File: src/rtl/ram_window_reader.sv
// Read-side master for the byte-packed feature RAM: fetches a CHANNELS x ROWS x COLS
// window word by word and streams it out one byte per cycle with channel/row/col tags.
module ram_window_reader #(
    parameter int unsigned BAND     = 64,
    parameter int unsigned DEPTH    = 1024,
    parameter int unsigned CHANNELS = 4,
    parameter int unsigned ROWS     = 3,
    parameter int unsigned COLS     = 18,
    localparam int unsigned AW  = $clog2(DEPTH),
    localparam int unsigned CHW = (CHANNELS > 1) ? $clog2(CHANNELS) : 1,
    localparam int unsigned RW  = (ROWS > 1) ? $clog2(ROWS) : 1,
    localparam int unsigned CW  = (COLS > 1) ? $clog2(COLS) : 1
) (
    input  logic            clk,
    input  logic            rst,
    input  logic            start,
    input  logic [AW-1:0]   base_addr,
    output logic            ram_rd,
    output logic [AW-1:0]   ram_addr,
    input  logic [BAND-1:0] ram_data,
    input  logic            ram_valid,
    output logic [7:0]      out_byte,
    output logic            out_valid,
    input  logic            out_ready,
    output logic [CHW-1:0]  out_ch,
    output logic [RW-1:0]   out_row,
    output logic [CW-1:0]   out_col,
    output logic            out_last,
    output logic            busy,
    output logic            done
);

    localparam int unsigned LANES = BAND / 8;
    localparam int unsigned LW    = (LANES > 1) ? $clog2(LANES) : 1;
    localparam int unsigned N     = CHANNELS * ROWS * COLS;
    localparam int unsigned KW    = (N > 1) ? $clog2(N) : 1;

    typedef enum logic [2:0] {S_IDLE, S_REQ, S_WAIT, S_EMIT, S_DONE} state_t;

    state_t          state;
    logic [BAND-1:0] word_buf;
    logic [KW-1:0]   k;
    logic [LW-1:0]   lane;

    logic [KW-1:0]   k_inc;
    logic [LW-1:0]   lane_inc;
    logic [AW-1:0]   addr_inc;
    logic [CW-1:0]   col_n;
    logic [RW-1:0]   row_n;
    logic [CHW-1:0]  ch_n;
    logic            k_end;
    logic            lane_end;

    // Next-index helpers: byte counter, lane, wrapped word address and tag roll-over.
    always_comb begin
        k_inc    = k + KW'(1);
        lane_inc = lane + LW'(1);
        k_end    = (k == KW'(N - 1));
        lane_end = (lane == LW'(LANES - 1));
        addr_inc = (ram_addr == AW'(DEPTH - 1)) ? '0 : ram_addr + AW'(1);
        col_n    = out_col + CW'(1);
        row_n    = out_row;
        ch_n     = out_ch;
        if (out_col == CW'(COLS - 1)) begin
            col_n = '0;
            if (out_row == RW'(ROWS - 1)) begin
                row_n = '0;
                ch_n  = out_ch + CHW'(1);
            end else begin
                row_n = out_row + RW'(1);
            end
        end
    end

    // Window walker; every output is a register updated alongside the state.
    always_ff @(posedge clk or posedge rst) begin
        if (rst) begin
            state     <= S_IDLE;
            word_buf  <= '0;
            k         <= '0;
            lane      <= '0;
            ram_rd    <= 1'b0;
            ram_addr  <= '0;
            out_byte  <= '0;
            out_valid <= 1'b0;
            out_ch    <= '0;
            out_row   <= '0;
            out_col   <= '0;
            out_last  <= 1'b0;
            busy      <= 1'b0;
            done      <= 1'b0;
        end else begin
            done <= 1'b0;
            case (state)
                S_IDLE: begin
                    if (start) begin
                        k        <= '0;
                        lane     <= '0;
                        out_ch   <= '0;
                        out_row  <= '0;
                        out_col  <= '0;
                        ram_addr <= base_addr;
                        ram_rd   <= 1'b1;
                        busy     <= 1'b1;
                        state    <= S_REQ;
                    end
                end
                S_REQ: begin
                    ram_rd <= 1'b0;
                    state  <= S_WAIT;
                end
                S_WAIT: begin
                    if (ram_valid) begin
                        word_buf  <= ram_data;
                        out_byte  <= ram_data[7:0];
                        out_valid <= 1'b1;
                        out_last  <= k_end;
                        state     <= S_EMIT;
                    end
                end
                S_EMIT: begin
                    if (out_ready) begin
                        if (k_end) begin
                            out_valid <= 1'b0;
                            out_last  <= 1'b0;
                            done      <= 1'b1;
                            state     <= S_DONE;
                        end else begin
                            k       <= k_inc;
                            out_col <= col_n;
                            out_row <= row_n;
                            out_ch  <= ch_n;
                            if (lane_end) begin
                                lane      <= '0;
                                ram_addr  <= addr_inc;
                                ram_rd    <= 1'b1;
                                out_valid <= 1'b0;
                                out_last  <= 1'b0;
                                state     <= S_REQ;
                            end else begin
                                lane     <= lane_inc;
                                out_byte <= 8'(word_buf >> {lane_inc, 3'b000});
                                out_last <= (k_inc == KW'(N - 1));
                            end
                        end
                    end
                end
                S_DONE: begin
                    busy  <= 1'b0;
                    state <= S_IDLE;
                end
                default: state <= S_IDLE;
            endcase
        end
    end

endmodule

File: config.mk
export PLATFORM = sky130hd
export DESIGN_NAME = ram_window_reader
export DESIGN_NICKNAME = d
export VERILOG_FILES = /design/src/rtl/ram_window_reader.sv
export SDC_FILE = /design/constraint.sdc
export NUM_CORES = 1
export LEC_CHECK = 0
export CAP_MARGIN = 5
export CORE_MARGIN = 3
export CORE_UTILIZATION = 36
export DETAILED_ROUTE_END_ITERATION = 7
export SYNTH_ARGS = -nofsm -noshare
export SYNTH_HDL_FRONTEND = slang
export SYNTH_SLANG_ARGS = --single-unit
File: constraint.sdc
create_clock -name clk -period 7.2 [get_ports clk]
set_input_delay 1.08 -clock clk [delete_from_list [all_inputs] [get_ports clk]]
set_output_delay 1.08 -clock clk [all_outputs]
set_load 0.05 [all_outputs]
## After elaboration in Yosys (flattened, before gate mapping)

Cells that the tools add are included.

| operators by class | value |
|---|---|
| $add $sub $neg | 6 |
| equal/unequal tests | 19 |
| shifts and indexed selects | 1 |
| multiplexer cells | 61 |
| reductions and logical operators | 16 |

Operator list:

| kind | count |
|---|---|
| 64-bit by 6-bit >> shifter with 8-bit output | 1 |
| 8-bit 2-to-1 mux | 7 |
| 10-bit 2-to-1 mux | 5 |
| 8-bit case mux with 2 select lines | 2 |
| 3-bit 2-to-1 mux | 9 |
| 5-bit 2-to-1 mux | 4 |
| 10-bit case mux with 2 select lines | 1 |
| 5-bit AND reduction | 4 |
| 2-bit 2-to-1 mux | 9 |
| 8-bit equality test (second input constant) | 2 |
| 2-bit != test (second input constant) | 8 |
| 1-bit 2-to-1 mux | 15 |
| 3-bit case mux with 4 select lines | 1 |
| 4-bit AND reduction | 3 |
| 10-bit by 1-bit adder with 10-bit output (second input constant) | 1 |
| 10-bit equality test (second input constant) | 1 |
| 5-bit case mux with 2 select lines | 1 |
| 8-bit by 1-bit adder with 8-bit output (second input constant) | 1 |
| 2-bit case mux with 2 select lines | 2 |
| 3-bit by 2-bit equality test with 1-bit output (second input constant) | 2 |
| 3-bit equality test (second input constant) | 2 |
| 1-bit case mux with 2 select lines | 3 |
| 3-bit case mux with 2 select lines | 1 |
| 6-bit AND reduction | 1 |
| other kinds (13) | 17 |

| storage, ports and cells | value |
|---|---|
| register bits after elaboration | 110 |
| input port bits | 79 |
| logic and storage cells | 117 |

## Depth between registers and ports, before layout

Gate-level depths: netlist of run 1.

| logic depth | value |
|---|---|
| depth after elaboration | 6 |
| mapped depth | 7 |
| depth with buffers taken out | 6 |

## Worst setup path before layout of run 1

OpenSTA, ideal clock, no wires.

| timing | value |
|---|---|
| path kind | input -> register |
| from | input start |
| to | register ram_addr[1] |
| data arrival time | 2330 ps |
| path slack | 4745 ps |
| cell stages on the path | 5 |
| buffers on the path | 1 |
| cell sequence | or4b_4 and2_4 buf_6 a21oi_4 mux2_2 |

| on the way | value |
|---|---|
| word-level cells in the longest chain between the ends | 2 |

Ends and longest elaborated chain:

| item | RTL line | source |
|---|---|---|
| start, declared | 16 | `input logic start,` |
| 2-bit != test (no source line) | -- |  |
| 5-bit AND reduction (no source line) | -- |  |
| end signal, assigned | 102 | `ram_addr <= base_addr;` |
| end signal, assigned | 135 | `ram_addr <= addr_inc;` |
| end, declared | 19 | `output logic [AW-1:0] ram_addr,` |

Every way passes these cells.
A chain may end at the register's enable or synchronous reset.

## Final worst setup path of run 1

| timing | value |
|---|---|
| from | register lane[0] |
| to | register out_byte[2] |

| on the way | value |
|---|---|
| word-level cells in the longest chain between the ends | 6 |

Ends and longest elaborated chain:

| item | RTL line | source |
|---|---|---|
| start, declared | 43 | `logic [LW-1:0] lane;` |
| start signal, assigned | 141 | `lane <= lane_inc;` |
| 3-bit by 1-bit adder with 3-bit output | 57 | `lane_inc = lane + LW'(1);` |
| 64-bit by 6-bit >> shifter with 8-bit output | 142 | `out_byte <= 8'(word_buf >> {lane_inc, 3'b000});` |
| 8-bit 2-to-1 mux | 133 | `if (lane_end) begin` |
| 8-bit 2-to-1 mux | 123 | `if (k_end) begin` |
| 8-bit 2-to-1 mux | 122 | `if (out_ready) begin` |
| 8-bit case mux with 2 select lines | 94 | `case (state)` |
| end signal, assigned | 115 | `out_byte <= ram_data[7:0];` |
| end signal, assigned | 142 |  |
| end, declared | 22 | `output logic [7:0] out_byte,` |

Parallel ways exist; a longest one is shown, timed or not. The select of a mux whose other input is x is not followed.

==> metrics.cfg, run 1 <==
[status]
status = complete, no violations

[global_routing]
grt_pass1_wl_mm = 22.11
antenna_found_initial = 0
grt_overflow = 0
grt_pass1_vias = 4132
grt_max_degree = 77
track_usage_pct = 16.60

[final_layout]
syn_to_final_growth_pct = 25.75
antenna_cells = 0
nNetsFinal = 617
final_cells = 719
drive_above_1_share_pct = 20.75
stdcell_area_mm2 = 0.007003
layout_common_cells = dfrtp_1, clkdlybuf4s50_1, mux2_2

[placement]
dp.cells = 704
dp_hpwl_mm = 9.318
dpl_cell_area_mm2 = 0.006738
port-buffer-count = 110
pre_cts_ws_ns = 3.837
place.gp.congestion = 0.8399

[clock_network]
postCtsSetupBuffers = 0
clock_tree.root_cell = clkbuf_16
cts_resized = 0
insertion_delay_ns = 0.36
cts.path.max_buffers = 2
numCtsBuffers = 9
clock-sinks = 110
clkTransAtPathRegs_ns = 0.08
cts_tree = done
hold_buffers = 0
htreeDepth = 3

[logic_synthesis]
synthAdderAreaFrac_pct = 1.573
synth_top_area_share_pct = 49.43
synth-compound-area-share_pct = 13.26
ys_ff_latch = 110
synthDistinctLibCells = 61
synth.cell_area_mm2 = 0.005569
synth_edf_count = 0
ys_top_cells_by_area = dfrtp_1, mux2_2, mux4_2
synthesis.nets = 529
synthMuxAreaShare_pct = 22.38
synth_simple_gate_area_share_pct = 9.077
yosys_most_used_dff = dfrtp_1
synth.avg_cell_area_um2 = 12.57
synthXorXnorAreaFrac_pct = 0.3145
synthCells = 443
ys_warn_count = 0
yosysTopAreaCell = dfrtp_1
async_reset_ff_share_pct = 100.0
yosysSeqAreaShare_pct = 49.43
synth_top_family_by_area = multiplexers

[detailed_routing]
drt_pass1_iterations = 5
drc = 0
wl_per_cell_um = 19.00
ant_nets = 0
via_per_inst = 5.547
num_vias = 3988
drt_iter0_drc = 293
wl_mm = 13.66

[timing]
relSlewSlack_pct = 25.29
hold_viol = 0
tns_ns = 0
fin_crit_ns = 3.267
timing.final.ws_setup_ns = 3.933
rsz0062_at_grt = false
fmax_mhz = 306.1
worstMarginPinSlew_ns = 1.121
post-route-period-util_pct = 45.37
drv_slew = 0
skew_ns = 0.008972
setup_viol = 0

[pwr]
power_leakage_nw = 2.760
total_power_mw = 3.106
irDropWorstVdd_v = 0.0002076
powerDensity_mw_per_mm2 = 443.6

[worst_setup_path]
cp-start-kind = flip-flop
path_class = flip-flop to flip-flop
reg2reg_from = lane[0]
r2r_end = out_byte[2]
worstRegToRegCells = 5
rrSetupSlack_ns = 3.93
critPathLaunch = lane[0]
crit_fanout = 19
cp-end-kind = flip-flop
worstPathArrival_ns = 3.51
endpoint = out_byte[2]
worstPathRequired_ns = 7.45

[floorplan]
dieArea_mm2 = 0.01700
die_x_um = 130.4
rows = 44
ioPinCount = 111
core_mm2 = 0.01481
die_y_um = 130.4
initial_core_util_pct = 37.61

[job]
maxCapViolCount = 0

[min_path]
min-delay-path-class = flip-flop to flip-flop

==> through the flow <==
step / hold slack, ns / utilization (%)
global route: 0.5190 / 47.29
floorplan: 0.4563 / -
finish: 0.5038 / 47.29
CTS: 0.5077 / 47.29
global placement: 0.4735 / 45.50
detailed placement: 0.4911 / 45.50
==> flip-flops by register name, summed over array words and instances, names as in the netlist, 3 cells and up <==
register,cells
k,8
lane,3
out_byte,8
out_col,5
ram_addr,10
state,3
word_buf,64
==> worst min-delay path by stage <==
stage | start | end | slack (ns) | depth (start not counted)
final | word_buf[10] | word_buf[10] | 0.50 | 1
after CTS | word_buf[27] | word_buf[27] | 0.51 | 1
after detailed placement | word_buf[27] | word_buf[27] | 0.49 | 1
after global placement | lane[2] | lane[2] | 0.47 | 1
after floorplan | lane[2] | lane[2] | 0.46 | 1
after global routing | word_buf[21] | word_buf[21] | 0.52 | 1
==> cells in the mapped netlist, types with 3 or more instances <==
| cell type | number |
|---|---|
| inv_1 | 10 |
| buf_1 | 4 |
| nand2b_1 | 7 |
| or3_1 | 4 |
| a2bb2oi_1 | 4 |
| nand4b_1 | 3 |
| nor2_1 | 10 |
| nor4_1 | 3 |
| o21ai_0 | 12 |
| a211oi_1 | 13 |
| mux4_2 | 16 |
| nor3_1 | 8 |
| clkbuf_1 | 14 |
| o211ai_1 | 5 |
| mux2i_1 | 12 |
| o22ai_1 | 6 |
| nand3_1 | 12 |
| ha_1 | 7 |
| a221oi_1 | 4 |
| nand2_1 | 9 |
| buf_2 | 12 |
| nand3b_1 | 4 |
| a21o_1 | 5 |
| o31ai_1 | 13 |
| mux2_2 | 68 |
| a21oi_1 | 6 |
| a31oi_1 | 4 |
| nand4_1 | 6 |
| a22o_1 | 3 |
| a221o_1 | 8 |
| buf_6 | 3 |
| dfrtp_1 | 110 |
==> kinds of logic (layout without fill, tap and decap cells) <==
group | after synthesis | in the layout
flip-flops | 110 | 110
AO/OA/AOI/OAI | 99 | 99
multiplexers | 96 | 96
AND/OR/NAND/NOR | 84 | 84
buffers and inverters | 45 | 137
adder cells (fa/ha/maj) | 7 | 7
XOR/XNOR | 2 | 2
==> final cells by class <==
type                            count  area (µm²)
Inverter                           10       40.04
Clock inverter                      4       32.53
Timing Repair Buffer              112        1116
Multi-Input combinational cell    288        2599
Tap cell                          184       230.2
Fill cell                        1373        7806
Clock buffer                       11       232.7
Sequential cell                   110        2753
==> where the power goes <==
| part | switching, mW | total, mW | leakage (nW) | internal, mW |
|---|---|---|---|---|
| combinational | 0.770 | 1.50 | 1.31 | 0.734 |
| clock | 0.231 | 0.466 | 0.122 | 0.235 |
| sequential | 0.236 | 1.14 | 1.33 | 0.900 |
==> per-layer routing <==
metal / routed length (µm) / global-route usage [%]
met1: 6269 / 22.60
met2: 6367 / 26.55
met3: 871 / 4.959
met4: 155 / 3.509
met5: 0 / 0
==> critical path: stages, from the launching register on <==
cell and delay, ns:
dfrtp_1 1.04, ha_1 0.95, mux4_2 0.64, mux2i_1 0.17
a211oi_1 0.06, a221o_1 0.29
Note: power is estimated with default switching activity, not from simulation.
==> run 2, diff against run 1 <==
==> constraint.sdc (replaced) <==
create_clock -name clk -period 3.13 [get_ports clk]
set_input_delay 0.4695 -clock clk [delete_from_list [all_inputs] [get_ports clk]]
set_output_delay 0.4695 -clock clk [all_outputs]
set_load 0.05 [all_outputs]
==> run 2 against run 1 <==
Effect of this change: hold slack lost 0.0071 ns; setup slack got worse by 3.2 ns; final cell count up 1.4%; critical endpoint is now out_row[0]; largest power group unchanged; final area rose by 2.0%; clock skew increased by 0.0041 ns; core utilization increased by 0.95 points; fmax is 35% higher; sequential share of layout area fell by 0.78 points; highest routed layer is now met5; via count rose by 2.6%; clock power grew to 2.5 times the previous value; critical path type unchanged; routed wire length is 0.23% lower; non-clock buffer count grew 10.
==> metrics.cfg, run 2 (same netlist as run 1, synthesis figures left out) <==
[worst_setup_path]
cp-end-kind = flip-flop
worstPathArrival_ns = 2.66
path_class = flip-flop to flip-flop
worstPathRequired_ns = 3.37
crit_fanout = 5
r2r_end = out_row[0]
rrSetupSlack_ns = 0.71
reg2reg_from = out_col[1]
worstRegToRegCells = 6
critPathLaunch = out_col[1]
cp-start-kind = flip-flop

[placement]
pre_cts_ws_ns = 0.6935
dp_hpwl_mm = 9.721
port-buffer-count = 110
place.gp.congestion = 0.9090

[min_path]
hold_end = lane[2]
min_from = lane[2]
min-delay-path-class = flip-flop to flip-flop
holdPathStages = 1

[detailed_routing]
wl_per_cell_um = 18.70
drt_pass1_iterations = 5
ant_nets = 0
drc = 0
via_per_inst = 5.613
wl_mm = 13.63
num_vias = 4092
drt_iter0_drc = 295

[clock_network]
clock_tree.root_cell = clkbuf_16
insertion_delay_ns = 0.36
cts.path.max_buffers = 2
clkTransAtPathRegs_ns = 0.08
htreeDepth = 3
hold_buffers = 0
clock-sinks = 110
numCtsBuffers = 9
postCtsSetupBuffers = 0
cts_resized = 0
cts_tree = done

[final_layout]
nNetsFinal = 627
layout_common_cells = dfrtp_1, clkdlybuf4s50_1, mux2_2
final_util_pct = 48.24
drive_above_1_share_pct = 22.57
syn_to_final_growth_pct = 28.29
top_register = word_buf
largest_register_ffs = 64
antenna_cells = 0
layout_top_registers = word_buf x64, ram_addr x10

[timing]
skew_ns = 0.01309
holdWs_ns = 0.4966
rsz0062_at_grt = false
worstMarginPinSlew_ns = 0.7670
fin_crit_ns = 2.420
relSlewSlack_pct = 48.17
drv_slew = 0
tns_ns = 0
setup_viol = 0
hold_viol = 0
timing.final.ws_setup_ns = 0.7098
post-route-period-util_pct = 77.32
fmax_mhz = 413.2

[status]
status = complete, no violations

[pwr]
p_switching_mw = 2.868
power_leakage_nw = 2.838
power_frac_clock_pct = 16.1
p_int_mw = 4.478
irDropWorstVdd_v = 0.0005517
powerDensity_mw_per_mm2 = 1028
power_frac_seq_pct = 34.9
pwr-share-comb_pct = 49.0
swShare_pct = 39.04

[floorplan]
core_mm2 = 0.01481
rows = 44
die_x_um = 130.4
die_y_um = 130.4
initial_core_util_pct = 37.61
ioPinCount = 111
dieArea_mm2 = 0.01700

[global_routing]
track_usage_pct = 16.72
grt_pass1_vias = 4258
grt_max_degree = 85
antenna_found_initial = 1
grt_pass1_wl_mm = 22.15
grt_overflow = 0

[job]
maxCapViolCount = 0

## run 2: worst max path at each step
stage / to / slack [ns] / cells after the start
5_1_grt: out_row[0] / 0.62 / 6
4_1_cts: out_row[0] / 0.74 / 6
2_1_floorplan: out_row[0] / 0.88 / 5
3_5_place_dp: ram_addr[1] / 0.69 / 5
3_3_place_gp: ram_addr[1] / 0.72 / 5
6_report: out_row[0] / 0.71 / 6
## run 2: power by group through the flow
| stage | combinational [mW] | sequential [mW] | clock (mW) |
|---|---|---|---|
| 2_1_floorplan | 2.19 | 2.97 | 0 |
| 3_3_place_gp | 3.58 | 2.57 | 0 |
| 3_5_place_dp | 3.64 | 2.59 | 0 |
| 4_1_cts | 3.65 | 2.57 | 1.22 |
| 5_1_grt | 3.88 | 2.66 | 1.27 |
| 6_report | 3.60 | 2.56 | 1.18 |
## run 2: worst max-delay path, cell delays in order, from the launching register on
cell,delay [ns]
dfrtp_1,0.42
inv_1,0.07
ha_1,0.12
nor4bb_1,0.62
a21boi_0,0.49
o21a_1,0.24
mux2_2,0.35
## run 2: cell type report
class                           instances  area [µm²]
Fill cell                            1316        7665
Sequential cell                       110        2753
Multi-Input combinational cell        288        2599
Timing Repair Buffer                  122        1216
Clock buffer                           10       239.0
Tap cell                              184       230.2
Clock inverter                          5       66.31
Inverter                               10       41.29
## run 2: layer usage
layer	vias to the layer above	global-route usage [%]	share of wire, %
met1	2053	20.63	41
li1	1890	-	-
met4	2	3.690	1.1
met2	135	28.24	50
met3	12	6.179	8.0
met5	-	0	0.095
## run 2: stage by stage
step / instance area (µm²) / cells / power (mW)
2_1_floorplan: 5573 / 443 / 5.161
3_3_place_gp: 6839 / 714 / 6.143
3_5_place_dp: 6839 / 714 / 6.232
4_1_cts: 7144 / 729 / 7.434
5_1_grt: 7144 / 729 / 7.810
6_report: 7144 / 729 / 7.346
==> run 3, diff against run 2 <==
==> constraint.sdc (replaced) <==
create_clock -name clk -period 2.4 [get_ports clk]
set_input_delay 0.36 -clock clk [delete_from_list [all_inputs] [get_ports clk]]
set_output_delay 0.36 -clock clk [all_outputs]
set_load 0.05 [all_outputs]
==> run 3 against run 2 <==
Effect of this change: global-route usage up 0.39 points; highest routed layer unchanged; clock skew down 0.0069 ns; critical endpoint is now lane[1]; sequential share of layout area down 0.66 points; core utilization up 0.84 points; critical path depth down 1; power up 31%; largest power group unchanged; final cell count up 1.8%; setup slack worse by 0.48 ns.
==> metrics.cfg, run 3 (same netlist as run 1, synthesis figures left out) <==
[status]
status = complete, no violations

[worst_setup_path]
path_class = flip-flop to flip-flop
worstPathRequired_ns = 2.64
cp_cell_sequence = ha_1 -> and4b_1 -> nand2_1 -> o21ai_2 -> mux2_2
slowest_stage = dfrtp_1
crit_fanout = 9
worstPathArrival_ns = 2.41
critPathMaxStageDelay_ns = 0.43
cp-end-kind = flip-flop
cp-start-kind = flip-flop

[detailed_routing]
wl_per_cell_um = 18.60
drt_iter0_drc = 280
wl_mm = 13.80
num_vias = 4134
drc = 0
ant_nets = 0
via_per_inst = 5.571
drt_pass1_iterations = 4

[floorplan]
initial_core_util_pct = 37.61
dieArea_mm2 = 0.01700
ioPinCount = 111
die_x_um = 130.4
core_mm2 = 0.01481
rows = 44
die_y_um = 130.4

[pwr]
powerDensity_mw_per_mm2 = 1325
power_leakage_nw = 2.910
total_power_mw = 9.629
irDropWorstVdd_v = 0.0006856

[timing]
worstMarginPinSlew_ns = 0.5464
fin_crit_ns = 2.173
hold_viol = 0
relSlewSlack_pct = 63.46
timing.final.ws_setup_ns = 0.2265
tns_ns = 0
post-route-period-util_pct = 90.56
setup_viol = 0
fmax_mhz = 460.1
rsz0062_at_grt = false
drv_slew = 0
skew_ns = 0.006211

[placement]
pre_cts_ws_ns = 0.1781
dp_hpwl_mm = 10.14
place.gp.congestion = 0.8335
port-buffer-count = 110

[global_routing]
grt_pass1_wl_mm = 22.67
grt_pass1_vias = 4397
antenna_found_initial = 1
grt_max_degree = 31
track_usage_pct = 17.11
grt_overflow = 0

[clock_network]
hold_buffers = 0
clock_tree.root_cell = clkbuf_16
cts_resized = 0
clkTransAtPathRegs_ns = 0.07
numCtsBuffers = 9
cts.path.max_buffers = 2
insertion_delay_ns = 0.36
htreeDepth = 3
clock-sinks = 110
cts_tree = done
postCtsSetupBuffers = 0

[final_layout]
largest_register_ffs = 64
layout_top_registers = word_buf x64, ram_addr x10
layout_common_cells = dfrtp_1, clkdlybuf4s50_1, mux2_2
top_register = word_buf
antenna_cells = 0
drive_above_1_share_pct = 24.37
syn_to_final_growth_pct = 30.51
nNetsFinal = 639

[job]
maxCapViolCount = 0

[min_path]
min-delay-path-class = input port to asynchronous set/reset pin

## run 3: changes by cell type in the layout (fill, tap and decap cells not counted)
cell | before | now
clkinv_2 | 0 | 1
buf_4 | 10 | 18
clkinv_4 | 0 | 1
bufinv_16 | 1 | 0
buf_12 | 2 | 6
## run 3: final timing paths
path                            cells after the start  startpoint  slack [ns]           to
worst max-delay path                                5        k[0]        0.23      lane[1]
worst min-delay path                                2         rst        0.40         k[0]
worst max register to register                      5        k[0]        0.23      lane[1]
worst min register to register                      1     lane[2]        0.51      lane[2]
max in group asynchronous                           3         rst        1.46  word_buf[6]
min in group clk                                    1     lane[2]        0.51      lane[2]
## run 3: final cells by class
class | count | area (µm²)
clock buffer | 10 | 239.0
tap | 184 | 230.2
sequential | 110 | 2753
timing repair buffer | 134 | 1356
fill | 1341 | 7541
multi-input combinational | 288 | 2599
inverter | 10 | 41.29
clock inverter | 6 | 50.05
## run 3: layer usage
metal | track usage [%] | share of wire, %
met5 | 0 | 0.065
met4 | 4.477 | 1.5
met3 | 6.179 | 8.2
met2 | 28.09 | 49
met1 | 21.61 | 42
## run 3: worst max-delay path, delay by kind of cell (launching register included)
| kind | cells | cell delay, ns |
|---|---|---|
| compound gates | 1 | 0.43 |
| mux | 1 | 0.39 |
| flops | 1 | 0.43 |
| simple gates | 2 | 0.50 |
| fa+ha+maj | 1 | 0.32 |
## run 3: through the flow
| stage | util [%] | hold slack [ns] | cells | area (µm²) |
|---|---|---|---|---|
| floorplan | - | 0.4563 | 443 | 5573 |
| global placement | 47.13 | 0.4801 | 726 | 6979 |
| detailed placement | 47.13 | 0.4811 | 726 | 6979 |
| CTS | 49.08 | 0.4117 | 742 | 7268 |
| global route | 49.08 | 0.4327 | 742 | 7268 |
| finish | 49.08 | 0.4013 | 742 | 7268 |
## run 3: where the power goes
part / total (mW) / leakage [nW] / switching [mW] / internal, mW
registers: 3.32 / 1.33 / 0.616 / 2.70
logic: 4.85 / 1.44 / 2.46 / 2.39
clock network: 1.46 / 0.141 / 0.715 / 0.748
total: 9.63 / 2.91 / 3.79 / 5.84
==> RTL change: new RTL, config.mk and constraints of run 2 <==
`COLS`: 18 -> 36.
--- a/src/rtl/ram_window_reader.sv
+++ b/src/rtl/ram_window_reader.sv
@@ -5,7 +5,7 @@
     parameter int unsigned DEPTH    = 1024,
     parameter int unsigned CHANNELS = 4,
     parameter int unsigned ROWS     = 3,
-    parameter int unsigned COLS     = 18,
+    parameter int unsigned COLS     = 36,
     localparam int unsigned AW  = $clog2(DEPTH),
     localparam int unsigned CHW = (CHANNELS > 1) ? $clog2(CHANNELS) : 1,
     localparam int unsigned RW  = (ROWS > 1) ? $clog2(ROWS) : 1,
Ports: changed (resized out_col); port bits go from 111 to 112. The function was not compared with the original's and may differ.
==> RTL change against run 2 <==
  * Non-clock buffer count decreased by 1
  * Wire length decreased by 4.1%
  * Setup slack got worse by 57 ps
  * Total power decreased by 3.4%
  * Design area decreased by 0.37%
  * Sequential cell count increased by 2
  * Count of clock-buffer cells in the layout unchanged
  * Final cell count increased by 4.7%
  * Area after synthesis decreased by 1.3%
  * Largest cell class unchanged
  * Largest power group unchanged
  * Highest routed layer is now met4
==> RTL change: results (changes against run 2) <==
VDD IR max: 0.445 mV (-19%)
minimum setup slack among reg-to-reg paths: 650 ps (-60 ps)
Leakage: 2.94 nW (+3.5%)
Post-Syn Instances: 475 (+7.2%)
# port buffers: 111 (+0.91%)
Top Registers: word_buf (64), ram_addr (10), k (9)
ANT cells: 0 (unchanged)
Final Util: 48.2% (about the same)
DR vias/cell: 5.33 (-5.0%)
post-synthesis adder-cell area fraction: 1.37% (-0.21 points)
sequential element share of the synthesized area: 51.0% (+1.6 points)
total CTS buffers: 9 (unchanged)
end of the critical path: ram_addr[0]
placed cell areas: 0.00682 mm^2 (-0.26%)
synth unique cells: 50 (-18%)
hpwl dp: 9.38 mm (-3.5%)
root buf cell: clkbuf_16
number of global-route vias before repair: 4159 (-2.3%)
first-pass GRT wire length: 21.1 mm (-4.6%)
Place WS: 388 ps (-306 ps)
number of enable flip-flop cells after synthesis: 0 (unchanged)
initial antenna violation count: 0 (-1)
post-DR wirelength/cell: 17.1 um (-8.3%)
fin crit period: 2480 ps (+56.9 ps)
Fillers: 1388 (+5.5%)
XOR/XNOR share of the synthesized area: 0.478% (+0.16 points)
share of layout cells above drive strength 1: 18.7% (-3.9 points)
Int Power: 4.30 mW (-3.9%)
pin count of the biggest net entering global routing: 69 (-19%)
Crit Path Max Fanout: 18 (+13)
Finished Layout Cells: 763 (+4.7%)
Hold EP: out_byte[5]
Worst Max-Slew Pin Slew: 864 ps (+97.0 ps)
RD Place Congestion: 0.778 (-14%)
placed insts: 748 (+4.8%)
post-synthesis mux area share: 21.5% (-0.87 points)
First-pass DRT Iterations: 4 (-1)
Worst Hold Depth: 2 (+1)
Nets: 660 (+5.3%)
Hold Path Origin: out_byte[5]
status: completed
hold_ws: 496 ps (-0.420 ps)
Post-synth top cells: dfrtp_1, mux2_2, nand2_1, o21ai_0
ranking of synthesized cells by area: dfrtp_1, mux2_2, mux4_2
skew final: 11.9 ps (-1.18 ps)
Syn Nets: 560 (+5.9%)
Crit. Startpoint: k[0]
Synth Area in Compound Gates: 11.9% (-1.4 points)
DRT iter0 DRCs: 257 (-13%)
overall power: 7.09 mW (-3.4%)
crit path DAT: 2690 ps (+30 ps)
Seq. pwr: 2.62 mW (+2%)
Tot GR Track Use: 16.0% (-0.67 points)
==> RTL change: cell count changes after synthesis, moves of 5 or more <==
cell,change
a21oi_1,+16
nor2_1,+12
and3_1,+5
o21ai_0,+28
a211oi_1,-11
nand2_1,+31
a221o_1,-8
==> RTL change: critical path, cell delays in order, from the launching register on <==
cell and delay (ps):
dfrtp_1 450, ha_1 270, and3_1 260, and3_1 300, a2111o_1 670, a221oi_1 300
a21oi_1 70
==> RTL change: layout make-up <==
class,instances,share of cell area (%)
Clock buffer,10,3.22
Clock inverter,5,0.949
Inverter,10,0.580
Multi-Input combinational cell,321,35.5
Sequential cell,112,39.4
Tap cell,184,3.23
Timing Repair Buffer,121,17.2
==> RTL change: routing by layer <==
metal | track usage [%] | up-vias | part of all wire (%)
met3 | 6.64 | 9 | 7.9
li1 | - | 1947 | -
met5 | 0 | - | 0
met4 | 3.61 | 0 | 0.81
met2 | 26.5 | 105 | 48
met1 | 19.8 | 2006 | 43
